File: src/rtl/lcd_pkg.sv
// Shared types and constants for the HD44780 LCD bus controller.
// Covers the FSM states, init ROM, command-register field positions and status bits.
package lcd_pkg;

    typedef enum logic [2:0] {
        S_PWRUP,
        S_LOAD,
        S_SETUP,
        S_EN,
        S_HOLD,
        S_WAIT,
        S_IDLE
    } lcd_state_e;

    localparam int INIT_LEN = 6;
    // Entry 0 sits in the low byte: 0x38 x3, display on, clear, entry mode
    localparam logic [INIT_LEN-1:0][7:0] INIT_ROM = {8'h06, 8'h01, 8'h0C, 8'h38, 8'h38, 8'h38};

    localparam int DATA_LSB = 0;
    localparam int RS_BIT   = 8;
    localparam int BL_BIT   = 30;
    localparam int TOG_BIT  = 31;

    localparam int ST_BUSY    = 0;
    localparam int ST_INIT    = 1;
    localparam int ST_PENDING = 2;
    localparam int ST_OVERRUN = 3;

    function automatic int cnt_width(input int unsigned max_cyc);
        int w;
        w = $clog2(max_cyc);
        return (w < 20) ? 20 : w;
    endfunction

    // Clear/home instructions need the long execution wait
    function automatic logic is_long_cmd(input logic rs, input logic [7:0] data);
        return !rs && (data[7:2] == 6'd0);
    endfunction

endpackage

File: src/rtl/lcd_timer.sv
// Loadable down-counter; done_o is high on the final cycle of a loaded interval.
// Loading N-1 gives an interval of exactly N cycles.
module lcd_timer #(
    parameter int CNT_W = 20
) (
    input  logic             clk_i,
    input  logic             rst_ni,
    input  logic             load_i,
    input  logic [CNT_W-1:0] load_val_i,
    output logic             run_o,
    output logic             done_o
);

    logic [CNT_W-1:0] cnt_q;
    logic             run_q;

    always_ff @(posedge clk_i or negedge rst_ni) begin
        if (!rst_ni) begin
            cnt_q <= '0;
            run_q <= 1'b0;
        end else if (load_i) begin
            cnt_q <= load_val_i;
            run_q <= 1'b1;
        end else if (run_q) begin
            if (cnt_q == '0) run_q <= 1'b0;
            else             cnt_q <= cnt_q - 1'b1;
        end
    end

    assign run_o  = run_q;
    assign done_o = run_q && (cnt_q == '0);

endmodule

File: src/rtl/lcd_ctrl.sv
// Turns toggle-flagged 32-bit LCD register writes into HD44780 8-bit write cycles,
// running the power-up init sequence first and buffering one early command.
module lcd_ctrl
    import lcd_pkg::*;
#(
    parameter int unsigned T_PWRUP_CYC = 750000,
    parameter int unsigned T_SETUP_CYC = 4,
    parameter int unsigned T_EN_CYC    = 12,
    parameter int unsigned T_HOLD_CYC  = 4,
    parameter int unsigned T_EXEC_CYC  = 2500,
    parameter int unsigned T_CLEAR_CYC = 82000
) (
    input  logic        clk_i,
    input  logic        rst_ni,
    input  logic [31:0] lcd_reg_i,
    output logic [31:0] status_o,
    output logic [7:0]  lcd_data_o,
    output logic        lcd_rs_o,
    output logic        lcd_rw_o,
    output logic        lcd_en_o,
    output logic        lcd_on_o,
    output logic        lcd_blon_o
);

    localparam int unsigned MAX_A   = (T_PWRUP_CYC > T_CLEAR_CYC) ? T_PWRUP_CYC : T_CLEAR_CYC;
    localparam int unsigned MAX_CYC = (MAX_A > T_EXEC_CYC) ? MAX_A : T_EXEC_CYC;
    localparam int          CNT_W   = cnt_width(MAX_CYC);

    localparam logic [CNT_W-1:0] PWRUP_LD = CNT_W'(T_PWRUP_CYC - 1);
    localparam logic [CNT_W-1:0] SETUP_LD = CNT_W'(T_SETUP_CYC - 1);
    localparam logic [CNT_W-1:0] EN_LD    = CNT_W'(T_EN_CYC - 1);
    localparam logic [CNT_W-1:0] HOLD_LD  = CNT_W'(T_HOLD_CYC - 1);
    localparam logic [CNT_W-1:0] EXEC_LD  = CNT_W'(T_EXEC_CYC - 1);
    localparam logic [CNT_W-1:0] CLEAR_LD = CNT_W'(T_CLEAR_CYC - 1);

    lcd_state_e       state_q, state_d;
    logic             reg_tog_q, reg_bl_q, reg_rs_q;
    logic [7:0]       reg_data_q;
    logic             last_tog_q, new_cmd, direct;
    logic [8:0]       det_cmd, ld_cmd, pend_cmd_q;
    logic             pend_vld_q, push, pop;
    logic             init_done_q, init_set, overrun_q, ovr_set;
    logic [2:0]       idx_q, idx_d;
    logic             ld_en, exec_long_q, blon_q;
    logic             tmr_load, tmr_run, tmr_done;
    logic [CNT_W-1:0] tmr_val;
    logic             unused_bits;

    assign unused_bits = ^lcd_reg_i[29:9];

    lcd_timer #(.CNT_W(CNT_W)) u_timer (
        .clk_i      (clk_i),
        .rst_ni     (rst_ni),
        .load_i     (tmr_load),
        .load_val_i (tmr_val),
        .run_o      (tmr_run),
        .done_o     (tmr_done)
    );

    assign new_cmd = (reg_tog_q != last_tog_q);
    assign det_cmd = {reg_rs_q, reg_data_q};
    assign direct  = (state_q == S_IDLE) && !pend_vld_q && new_cmd;

    always_comb begin
        state_d  = state_q;
        idx_d    = idx_q;
        tmr_load = 1'b0;
        tmr_val  = '0;
        ld_en    = 1'b0;
        ld_cmd   = pend_cmd_q;
        pop      = 1'b0;
        push     = 1'b0;
        ovr_set  = 1'b0;
        init_set = 1'b0;
        case (state_q)
            S_PWRUP: begin
                if (tmr_done) begin
                    state_d = S_LOAD;
                    idx_d   = 3'd0;
                    ld_en   = 1'b1;
                    ld_cmd  = {1'b0, INIT_ROM[0]};
                end else if (!tmr_run) begin
                    tmr_load = 1'b1;
                    tmr_val  = PWRUP_LD;
                end
            end
            S_LOAD: begin
                state_d  = S_SETUP;
                tmr_load = 1'b1;
                tmr_val  = SETUP_LD;
            end
            S_SETUP: if (tmr_done) begin
                state_d  = S_EN;
                tmr_load = 1'b1;
                tmr_val  = EN_LD;
            end
            S_EN: if (tmr_done) begin
                state_d  = S_HOLD;
                tmr_load = 1'b1;
                tmr_val  = HOLD_LD;
            end
            S_HOLD: if (tmr_done) begin
                state_d  = S_WAIT;
                tmr_load = 1'b1;
                tmr_val  = exec_long_q ? CLEAR_LD : EXEC_LD;
            end
            S_WAIT: if (tmr_done) begin
                if (init_done_q) begin
                    state_d = S_IDLE;
                end else if (idx_q == 3'(INIT_LEN - 1)) begin
                    state_d  = S_IDLE;
                    init_set = 1'b1;
                end else begin
                    state_d = S_LOAD;
                    idx_d   = idx_q + 3'd1;
                    ld_en   = 1'b1;
                    ld_cmd  = {1'b0, INIT_ROM[idx_d]};
                end
            end
            S_IDLE: begin
                if (pend_vld_q) begin
                    state_d = S_LOAD;
                    pop     = 1'b1;
                    ld_en   = 1'b1;
                    ld_cmd  = pend_cmd_q;
                end else if (new_cmd) begin
                    state_d = S_LOAD;
                    ld_en   = 1'b1;
                    ld_cmd  = det_cmd;
                end
            end
            default: state_d = S_PWRUP;
        endcase
        // Anything not launched straight from idle goes to the single-entry buffer
        if (new_cmd && !direct) begin
            if (pend_vld_q && !pop) ovr_set = 1'b1;
            else                    push    = 1'b1;
        end
    end

    always_ff @(posedge clk_i or negedge rst_ni) begin
        if (!rst_ni) begin
            state_q     <= S_PWRUP;
            reg_tog_q   <= 1'b0;
            reg_bl_q    <= 1'b0;
            reg_rs_q    <= 1'b0;
            reg_data_q  <= '0;
            last_tog_q  <= 1'b0;
            pend_vld_q  <= 1'b0;
            pend_cmd_q  <= '0;
            init_done_q <= 1'b0;
            overrun_q   <= 1'b0;
            idx_q       <= '0;
            exec_long_q <= 1'b0;
            lcd_data_o  <= '0;
            lcd_rs_o    <= 1'b0;
            blon_q      <= 1'b0;
        end else begin
            state_q    <= state_d;
            reg_tog_q  <= lcd_reg_i[TOG_BIT];
            reg_bl_q   <= lcd_reg_i[BL_BIT];
            reg_rs_q   <= lcd_reg_i[RS_BIT];
            reg_data_q <= lcd_reg_i[DATA_LSB +: 8];
            blon_q     <= reg_bl_q;
            idx_q      <= idx_d;
            if (new_cmd)  last_tog_q  <= reg_tog_q;
            if (init_set) init_done_q <= 1'b1;
            if (ovr_set)  overrun_q   <= 1'b1;
            if (push) begin
                pend_vld_q <= 1'b1;
                pend_cmd_q <= det_cmd;
            end else if (pop) begin
                pend_vld_q <= 1'b0;
            end
            if (ld_en) begin
                lcd_rs_o    <= ld_cmd[8];
                lcd_data_o  <= ld_cmd[7:0];
                exec_long_q <= is_long_cmd(ld_cmd[8], ld_cmd[7:0]);
            end
        end
    end

    always_comb begin
        status_o             = '0;
        status_o[ST_BUSY]    = (state_q != S_IDLE);
        status_o[ST_INIT]    = init_done_q;
        status_o[ST_PENDING] = pend_vld_q;
        status_o[ST_OVERRUN] = overrun_q;
    end

    assign lcd_en_o   = (state_q == S_EN);
    assign lcd_rw_o   = 1'b0;
    assign lcd_on_o   = 1'b1;
    assign lcd_blon_o = blon_q;

endmodule

File: config.mk
export PLATFORM = sky130hd
export DESIGN_NAME = lcd_ctrl
export DESIGN_NICKNAME = d
export VERILOG_FILES = /design/src/rtl/lcd_pkg.sv /design/src/rtl/lcd_timer.sv /design/src/rtl/lcd_ctrl.sv
export SDC_FILE = /design/constraint.sdc
export NUM_CORES = 1
export LEC_CHECK = 0
export ABC_AREA = 1
export ABC_CLOCK_PERIOD_IN_PS = 5800
export CAP_MARGIN = 20
export CORE_ASPECT_RATIO = 2
export CORE_MARGIN = 4
export CORE_UTILIZATION = 40
export DETAILED_ROUTE_END_ITERATION = 7
export PLACE_DENSITY = 0.74
export SLEW_MARGIN = 20
export SYNTH_ARGS = -nofsm -noshare
export SYNTH_HDL_FRONTEND = slang
export SYNTH_SLANG_ARGS = --single-unit
File: constraint.sdc
create_clock -name clk_i -period 5.8 [get_ports clk_i]
set_clock_uncertainty 0.15 [all_clocks]
set_input_delay 1.16 -clock clk_i [delete_from_list [all_inputs] [get_ports clk_i]]
set_output_delay 1.16 -clock clk_i [all_outputs]
set_load 0.005 [all_outputs]
==> run_summary.xml <==
<?xml version="1.0" encoding="UTF-8"?>
<metrics>
  <group name="synthesis">
    <metric name="syn_inst" unit="">466</metric>
    <metric name="synth_area_per_cell" unit="sq um">7.97</metric>
    <metric name="syn_area" unit="sq mm">0.00372</metric>
    <metric name="synth_ff_type" unit="">sky130_fd_sc_hd__dfrtp_1</metric>
    <metric name="ys_seq_area_frac" unit="">0.418</metric>
    <metric name="async_flop_share" unit="">1.00</metric>
    <metric name="ys_top_cells_by_area" unit="">sky130_fd_sc_hd__dfrtp_1 (42%), sky130_fd_sc_hd__nand2_1 (10%), sky130_fd_sc_hd__buf_4 (6.7%)</metric>
    <metric name="yosysUniqueCellTypes" unit="">42</metric>
    <metric name="postSynthRegisterBits" unit="">62</metric>
    <metric name="synth_top_cell_by_area" unit="">sky130_fd_sc_hd__dfrtp_1</metric>
    <metric name="synth_largest_type_area_fraction" unit="">0.418</metric>
    <metric name="yosysWarningCount" unit="">0</metric>
    <metric name="number_of_synthesized_flops_with_an_enable_pin" unit="">0</metric>
  </group>
  <group name="drt">
    <metric name="detail_route.vias_per_cell" unit="">5.07</metric>
    <metric name="routedWlPerCell" unit="um">14.0</metric>
    <metric name="drt_drc_violations_left" unit="">0</metric>
    <metric name="via_count" unit="">3043</metric>
    <metric name="drt-total-wl" unit="mm">8.43</metric>
    <metric name="drtIter0Drc" unit="">149</metric>
    <metric name="dr.pass1.iters" unit="">4</metric>
    <metric name="detail-route-antenna-nets" unit="">0</metric>
  </group>
  <group name="placed_design">
    <metric name="detailedPlacementHpwl" unit="mm">6.47</metric>
    <metric name="gp_congestion" unit="">0.870</metric>
    <metric name="place_worst_setup_slack" unit="ns">3.21</metric>
    <metric name="io_buffer_count" unit="">27</metric>
    <metric name="post_dp_cell_area" unit="sq mm">0.00392</metric>
    <metric name="number_of_placed_instances_taps_included" unit="">584</metric>
  </group>
  <group name="layout">
    <metric name="area_of_the_multi_input_gates" unit="sq mm">0.00174</metric>
    <metric name="postLayoutCellArea" unit="sq mm">0.00422</metric>
    <metric name="layout.cells.most_common" unit="">sky130_fd_sc_hd__nand2_1</metric>
    <metric name="drive_gt1_frac" unit="">0.112</metric>
    <metric name="final_instance_count_excl_fillers" unit="">600</metric>
    <metric name="net_total_in_the_final_layout" unit="">532</metric>
    <metric name="fill_cells" unit="">857</metric>
    <metric name="most-common-layout-cells" unit="">sky130_fd_sc_hd__nand2_1 (100), sky130_fd_sc_hd__dfrtp_1 (62), sky130_fd_sc_hd__nor2_1 (55)</metric>
    <metric name="seq_area" unit="sq mm">0.00155</metric>
    <metric name="area.growth.synth_to_final" unit="%">13.7</metric>
    <metric name="num_antenna_cells" unit="">0</metric>
  </group>
  <group name="setup_path">
    <metric name="count_of_buffer_and_inverter_cells_on_the_critical_path" unit="">3</metric>
    <metric name="cp_data_arrival_time" unit="ns">1.65</metric>
    <metric name="max_stage_delay" unit="ns">0.50</metric>
    <metric name="path_max_fanout" unit="">8</metric>
    <metric name="cp_cell_sequence" unit="">inv_1 &gt; nand3_1 &gt; inv_1 &gt; clkdlybuf4s50_1</metric>
    <metric name="setup.worst_path.class" unit="">reg2out</metric>
    <metric name="required" unit="ns">4.49</metric>
    <metric name="cp_slowest_cell" unit="">sky130_fd_sc_hd__clkdlybuf4s50_1</metric>
    <metric name="worst_setup_path_start_kind" unit="">flip-flop</metric>
    <metric name="setup.reg_to_reg.worst_slack" unit="ns">3.24</metric>
    <metric name="crit_path_end_kind" unit="">output pin</metric>
    <metric name="critPathMostFrequentCell" unit="">sky130_fd_sc_hd__inv_1</metric>
    <metric name="family_of_cells_with_the_greatest_summed_delay_on_the_critical_path" unit="">buffers and inverters</metric>
  </group>
  <group name="global_route">
    <metric name="track_usage" unit="">0.158</metric>
    <metric name="global_route.peak_usage_layer" unit="">met2</metric>
    <metric name="globalRouteMet3Util" unit="">0.0374</metric>
    <metric name="antenna_found_initial" unit="">0</metric>
    <metric name="grt.met2_usage" unit="">0.297</metric>
    <metric name="grt_max_degree" unit="">63</metric>
    <metric name="gr-usage-met1" unit="">0.143</metric>
    <metric name="vias_in_the_first_global_route" unit="">3116</metric>
    <metric name="grt_first_pass_wirelength" unit="mm">13.8</metric>
    <metric name="grt-ovfl-total" unit="">0</metric>
  </group>
  <group name="sta">
    <metric name="achievable-frequency" unit="GHz">0.338</metric>
    <metric name="tns" unit="ns">0</metric>
    <metric name="post_layout_min_period" unit="ns">2.96</metric>
    <metric name="report.final.setup_viol" unit="">0</metric>
    <metric name="timing.slew.headroom" unit="">0.476</metric>
    <metric name="slew_violations" unit="">0</metric>
    <metric name="worst_slack" unit="ns">2.84</metric>
    <metric name="setup_repair_after_global_routing_missed_its_margin" unit="">false</metric>
    <metric name="tightest_slew" unit="ns">0.786</metric>
    <metric name="post-route-period-util" unit="">0.510</metric>
    <metric name="final-hold-violation-count" unit="">0</metric>
  </group>
  <group name="pwr">
    <metric name="ir_worst_vdd" unit="mV">0.158</metric>
    <metric name="post_route_total_power" unit="uW">1140</metric>
    <metric name="p_per_area" unit="mW/mm^2">270</metric>
    <metric name="power.static_leakage" unit="uW">0.00206</metric>
  </group>
  <group name="run_status">
    <metric name="status" unit="">finished, final reports clean</metric>
  </group>
  <group name="clock_tree">
    <metric name="clock-root-buffer" unit="">sky130_fd_sc_hd__clkbuf_16</metric>
    <metric name="post_cts_resize_count" unit="">0</metric>
    <metric name="cts_made_buffers" unit="">9</metric>
    <metric name="post_cts.repair.setup_buffers" unit="">0</metric>
    <metric name="cts_hold_repair.buffers" unit="">0</metric>
    <metric name="clock_sink_count" unit="">62</metric>
    <metric name="clock_latency" unit="ns">0.34</metric>
    <metric name="cts_buffer_depth" unit="">2</metric>
    <metric name="clkTransAtPathRegs" unit="ns">0.06</metric>
    <metric name="cts_tree" unit="">yes</metric>
    <metric name="cts_htree_levels" unit="">3</metric>
  </group>
  <group name="hold_path">
    <metric name="holdCritPathClass" unit="">reg2reg</metric>
  </group>
  <group name="floorplan">
    <metric name="number_of_i_o_pins" unit="">79</metric>
    <metric name="core_area" unit="sq mm">0.00901</metric>
    <metric name="initial_utilization" unit="">0.412</metric>
    <metric name="placement_rows" unit="">49</metric>
    <metric name="die_width" unit="um">76.2</metric>
    <metric name="die_y" unit="um">144</metric>
    <metric name="die_area" unit="sq mm">0.0110</metric>
  </group>
  <group name="run">
    <metric name="max_capacitance_violation_count" unit="">0</metric>
  </group>
</metrics>
==> worst paths after layout <==
kind                             startpoint           endpoint  depth (start not counted)
max                              state_q[2]           lcd_en_o                          4
min                                reg_bl_q         lcd_blon_o                          0
max in group asynchronous            rst_ni           idx_q[1]                          2
min reg2reg                        reg_bl_q         lcd_blon_o                          0
min in group asynchronous            rst_ni   u_timer.cnt_q[4]                          2
max reg2reg                u_timer.cnt_q[0]  u_timer.cnt_q[19]                         11
==> area by class of cell <==
cell class / count / area share
multi-input combinational: 334 / 0.412
timing repair buffer: 28 / 0.0646
clock inverter: 7 / 0.0190
sequential: 62 / 0.367
tap: 102 / 0.0302
inverter: 58 / 0.0533
clock buffer: 9 / 0.0533
==> layer usage <==
layer  vias up  part of all wire
met2        88              0.55
met3        39             0.039
met5         -                 0
met1      1418              0.35
met4         0             0.062
li1       1498                 -
==> kinds of logic after synthesis <==
kind of cell               count (synthesis)  synth area share
AOI/OAI and AO/OA                         82             0.132
and+or+nand+nor                          206             0.263
DFF                                       62             0.418
other                                      2           0.00202
buffers and inverters                     98             0.142
muxes                                      2           0.00606
adders and majority gates                  5            0.0168
xor gates and xnor gates                   9            0.0212
==> synth_stat cells (all sizes together) (3+ instances only) <==
cell / number
nand3: 24
inv: 58
buf: 38
a31oi: 5
o21bai: 3
a22oi: 6
ha: 5
dfrtp: 62
nor2: 65
o21ai: 36
o211ai: 5
xor2: 7
nand4: 5
a21oi: 23
nand2: 104
nor3: 5
==> flip-flops by register name, summed over array words and instances (netlist names) <==
name           cells
exec_long_q        1
idx_q              3
init_done_q        1
last_tog_q         1
lcd_blon_o         1
lcd_data_o         8
lcd_rs_o           1
overrun_q          1
pend_cmd_q         9
pend_vld_q         1
reg_bl_q           1
reg_data_q         8
reg_rs_q           1
reg_tog_q          1
state_q            3
u_timer.cnt_q     20
u_timer.run_o      1
==> report_power, final <==
part / switching (uW) / internal [uW]
sequential: 23.4 / 465
clock: 211 / 337
combinational: 66.2 / 39.3
==> stage by stage <==
step,utilization,hold WS (ns)
2_1_floorplan,-,0.181
3_3_place_gp,0.435,0.184
3_5_place_dp,0.435,0.186
4_1_cts,0.469,0.199
5_1_grt,0.469,0.213
6_report,0.469,0.196
Note: power is estimated with default switching activity, not from simulation.
